`src/rtl/instr_loader.sv`:
```
// instr_loader: receives a byte stream (16-bit little-endian word count followed
// by the instruction words, each sent least-significant byte first) and writes
// the words into instruction memory. The datapath is held in reset until the
// whole image is loaded.
//
// Optional checksum: define LOADER_CHECKSUM_EN to append one byte after the
// data. That byte must equal the XOR of all data bytes, or the load aborts.
//
//   state | meaning
//   ------+---------------------------------------------------------------
//   LEN0  | waiting for word-count low byte
//   LEN1  | waiting for word-count high byte, then range check
//   DATA  | assembling words; one imem write per completed word
//   CSUM  | waiting for checksum byte (LOADER_CHECKSUM_EN only)
//   DONE  | load complete, core released (terminal)
//   ERR   | load aborted, core kept in reset (terminal)
module instr_loader #(
  parameter int DEPTH  = 64,
  parameter int ADDR_W = 6
) (
  input  logic              clock,
  input  logic              reset,
  input  logic              in_valid,
  input  logic [7:0]        in_data,
  output logic              in_ready,
  output logic              imem_we,
  output logic [ADDR_W-1:0] imem_addr,
  output logic [31:0]       imem_wdata,
  output logic              core_reset,
  output logic              done,
  output logic              err
);

  localparam logic [2:0] S_LEN0 = 3'd0;
  localparam logic [2:0] S_LEN1 = 3'd1;
  localparam logic [2:0] S_DATA = 3'd2;
  localparam logic [2:0] S_DONE = 3'd4;
  localparam logic [2:0] S_ERR  = 3'd5;
`ifdef LOADER_CHECKSUM_EN
  localparam logic [2:0] S_CSUM = 3'd3;
  // Where the stream goes once all data words (possibly none) are written.
  localparam logic [2:0] S_END  = S_CSUM;
`else
  localparam logic [2:0] S_END  = S_DONE;
`endif

  localparam logic [15:0] DEPTH_W = 16'(DEPTH);

  logic [2:0]        state;
  logic [15:0]       count;
  logic [ADDR_W-1:0] word_idx;
  logic [1:0]        byte_cnt;
  logic [23:0]       partial;
  logic              xfer;
  logic              accepting;
  logic [15:0]       len_full;
  logic              last_word;
`ifdef LOADER_CHECKSUM_EN
  logic [7:0]        csum;
`endif

  // Byte acceptance: only in input-taking states, never in the write cycle
  // and never while reset is asserted.
  always_comb begin
    accepting = 1'b0;
    case (state)
      S_LEN0, S_LEN1, S_DATA: accepting = 1'b1;
`ifdef LOADER_CHECKSUM_EN
      S_CSUM:                 accepting = 1'b1;
`endif
      default:                accepting = 1'b0;
    endcase
    in_ready  = accepting && !imem_we && !reset;
    xfer      = in_valid && in_ready;
    len_full  = {in_data, count[7:0]};
    last_word = (16'(word_idx) == (count - 16'd1));
  end

  // Status outputs follow the state register directly.
  always_comb begin
    done       = (state == S_DONE);
    err        = (state == S_ERR);
    core_reset = (state != S_DONE);
  end

  // Load sequencer: length capture, word assembly, memory writes, checksum.
  always_ff @(posedge clock) begin
    if (reset) begin
      state      <= S_LEN0;
      count      <= '0;
      word_idx   <= '0;
      byte_cnt   <= '0;
      partial    <= '0;
      imem_we    <= 1'b0;
      imem_addr  <= '0;
      imem_wdata <= '0;
`ifdef LOADER_CHECKSUM_EN
      csum       <= '0;
`endif
    end else begin
      imem_we <= 1'b0;
      case (state)
        S_LEN0: begin
          if (xfer) begin
            count[7:0] <= in_data;
            state      <= S_LEN1;
          end
        end
        S_LEN1: begin
          if (xfer) begin
            count[15:8] <= in_data;
            if (len_full == 16'd0)       state <= S_END;
            else if (len_full > DEPTH_W) state <= S_ERR;
            else                         state <= S_DATA;
          end
        end
        S_DATA: begin
          // The write cycle decides whether this was the final word; the
          // index only advances when more words follow.
          if (imem_we) begin
            if (last_word) state    <= S_END;
            else           word_idx <= word_idx + 1'b1;
          end else if (xfer) begin
            byte_cnt <= byte_cnt + 2'd1;
`ifdef LOADER_CHECKSUM_EN
            csum     <= csum ^ in_data;
`endif
            if (byte_cnt == 2'd3) begin
              imem_we    <= 1'b1;
              imem_addr  <= word_idx;
              imem_wdata <= {in_data, partial};
            end else begin
              partial <= {in_data, partial[23:8]};
            end
          end
        end
`ifdef LOADER_CHECKSUM_EN
        S_CSUM: begin
          if (xfer) state <= (in_data == csum) ? S_DONE : S_ERR;
        end
`endif
        default: state <= state;
      endcase
    end
  end

endmodule

```
`config.mk`:
```
export PLATFORM = sky130hd
export DESIGN_NAME = instr_loader
export DESIGN_NICKNAME = d
export VERILOG_FILES = /design/src/rtl/instr_loader.sv
export SDC_FILE = /design/constraint.sdc
export NUM_CORES = 1
export LEC_CHECK = 0
export BUFFER_PORTS_ARGS = -buffer_cell sky130_fd_sc_hd__buf_2
export CAP_MARGIN = 20
export CELL_PAD_IN_SITES_DETAIL_PLACEMENT = 0
export CELL_PAD_IN_SITES_GLOBAL_PLACEMENT = 1
export CORE_MARGIN = 3
export CORE_UTILIZATION = 30
export CTS_CLUSTER_SIZE = 10
export DETAILED_ROUTE_END_ITERATION = 12
export GPL_ROUTABILITY_DRIVEN = 0
export PLACE_DENSITY = 0.67
export SYNTH_ARGS = -nofsm -noshare
export SYNTH_HDL_FRONTEND = slang
export SYNTH_SLANG_ARGS = --single-unit
```
`constraint.sdc`:
```
create_clock -name clock -period 3.5 [get_ports clock]
set_input_delay 0.7 -clock clock [delete_from_list [all_inputs] [get_ports clock]]
set_output_delay 0.7 -clock clock [all_outputs]
set_load 0.05 [all_outputs]
```
==> impl_metrics.tcl <==
set metrics [dict create \
    fin_setup_tns_ns 0 \
    grt_first_pass_wirelength_um 14700 \
    die_y_um 116 \
    whs_ns 0.449 \
    root_buffer "clkbuf_16" \
    async_flop_share_pct 0 \
    fin_cells 638 \
    dp_cells 622 \
    ys_seq_area_share_pct 49.3 \
    max_slew.worst_pin.slew_ns 0.905 \
    avgSynthCellArea_sq_um 8.16 \
    synth.top_cell.area_share_pct 49.3 \
    cts_tree "done" \
    dp_hpwl_um 6150 \
    firstDrtPassIters 4 \
    area_growth_pct 18.2 \
    routed_wl_um 9060 \
    h-tree-depth 3 \
    rsz0062_at_grt "no" \
    holdBufCountCts 0 \
    drc 0 \
    ant_nets 0 \
    p_leak_nw 1.65 \
    worstPathMaxFanout 29 \
    startpoint_type "register" \
    core_sq_um 11700 \
    fmax_ghz 0.409 \
    via_per_inst 4.96 \
    synth_warnings 0 \
    synthTopCellsByArea "dfxtp_1, nand2_1, a21oi_1" \
    clkTransAtPathRegs_ns 0.07 \
    grt_antenna_before_repair 0 \
    cts_buffers 9 \
    end_kind "register" \
    start_util_pct 31.3 \
    setup_viol 0 \
    synth.most_common_cell "nand2_1" \
    final_hold_viol_count 0 \
    synthTopCellsByCount "nand2_1, dfxtp_1, a21oi_1" \
    path_class "register to register" \
    clk_path_buf_depth 2 \
    fin_crit_ns 2.44 \
    track_usage_pct 13.7 \
    post-route-period-util_pct 69.9 \
    utilization_pct 37.1 \
    cts_resized 0 \
    cts_setup_buffers 0 \
    power.density_nw_per_um2 483 \
    nFillCells 1256 \
    io_buffers 53 \
    diodes 0 \
    ys.flop_type "dfxtp_1" \
    grt_max_degree 83 \
    slew_headroom_pct 39.6 \
    dieArea_sq_um 13500 \
    drv_cap 0 \
    drive_gt1_share_pct 16.4 \
    ys_ff_latch 90 \
    ir_drop_v 0.000239 \
    synth_edf_count 0 \
    ios 54 \
    ys_types 40 \
    num_rows 39 \
    grt_pass1_vias 2907 \
    required_ns 3.76 \
    yosysTopAreaCell "dfxtp_1" \
    synth_area_sq_um 3650 \
    clock_latency_ns 0.33 \
    syn_nets 463 \
    status "finished clean" \
    die_w_um 116 \
    cp.arrival_ns 2.70 \
    drt_iter0_drc 159 \
    clock_sinks 90 \
    vias 3166 \
    fin_nets 505 \
    min-delay-path-class "register to register" \
    synthCells 448 \
    grt_overflow 0 \
    drv_slew 0 \
    wl_per_cell_um 14.2 \
    fin_skew_ns 0.00912 \
]
report_power, final:
part	internal [W]	total (W)	switching [W]
Clock	0.000488	0.000898	0.000411
Sequential	0.00103	0.00105	0.0000153
Combinational	0.0000509	0.000141	0.0000897
metrics by stage:
stage | power (W) | worst slack (ns) | cell area, sq um
after global routing | 0.00218 | 0.799 | 4320
after floorplan | 0.00117 | 0.147 | 3660
final | 0.00209 | 1.06 | 4320
after global placement | 0.00121 | 1.04 | 4040
after detailed placement | 0.00121 | 0.976 | 4040
after CTS | 0.00212 | 0.988 | 4320
state kept, by name, summed over array words and instances, names as in the netlist:
register,count
state,3
word_idx,6
byte_cnt,2
imem_we,1
partial,24
imem_addr,6
imem_wdata,32
count,16
worst max-delay path: stages, from the launching register on:
cell and delay (ns):
dfxtp_1 0.45, nor2b_1 0.31, and2b_1 0.27, nand4_1 0.14, inv_1 0.68, buf_4 0.32, nand2_1 0.08, a21oi_1 0.13
kinds of logic (layout without fill, tap and decap cells):
group | count (synthesis) | after routing | share of synthesized area, %
xor gates and xnor gates | 12 | 12 | 2.88
DFF | 90 | 90 | 49.3
and+or+nand+nor | 198 | 198 | 23.9
buffers and inverters | 36 | 83 | 3.80
muxes | 17 | 17 | 4.66
AOI/OAI and AO/OA | 91 | 91 | 14.1
adders and majority gates | 4 | 4 | 1.37
layout make-up:
class / count / area [sq um] / share of cell area [%]
Multi-Input combinational cell: 322 / 1730 / 40.0
Tap cell: 143 / 179 / 4.14
Inverter: 9 / 33.8 / 0.782
Sequential cell: 90 / 1800 / 41.7
Clock inverter: 6 / 48.8 / 1.13
Clock buffer: 10 / 229 / 5.30
Timing Repair Buffer: 58 / 303 / 7.01
final timing paths:
| check | startpoint | to | slack, ns | cells after the start |
|---|---|---|---|---|
| setup / recovery | state[1] | imem_wdata[20] | 1.06 | 7 |
| hold / removal | imem_addr[1] | imem_addr[1] | 0.45 | 2 |
| setup reg to reg | state[1] | imem_wdata[20] | 1.06 | 7 |
| hold reg to reg | imem_addr[1] | imem_addr[1] | 0.45 | 2 |
layout by cell type, fill, tap and decap left out, types with 2 or more instances in the layout:
cell type	count
nand3_1	5
ha_1	4
inv_6	2
nor3_1	3
mux2i_1	17
and4_1	3
o21ai_0	4
xor2_1	4
nor4_1	3
nor2_1	27
a31oi_1	3
nor3b_1	4
a21oi_1	71
or4_1	2
clkbuf_16	9
dfxtp_1	90
o31ai_1	3
nand2_1	131
nand3b_1	2
o2111ai_2	2
or3_1	5
buf_2	53
nand4_1	4
xnor2_1	8
clkinvlp_4	3
buf_4	5
inv_1	9
metal layers:
metal / GRT usage [%] / vias up / part of all wire [%]
li1: - / 1595 / -
met1: 19.8 / 1506 / 52
met2: 20.6 / 59 / 43
met3: 2.80 / 6 / 3.6
met4: 3.94 / 0 / 0.98
met5: 0 / - / 0
No activity file was read; power rests on OpenSTA's default activity.
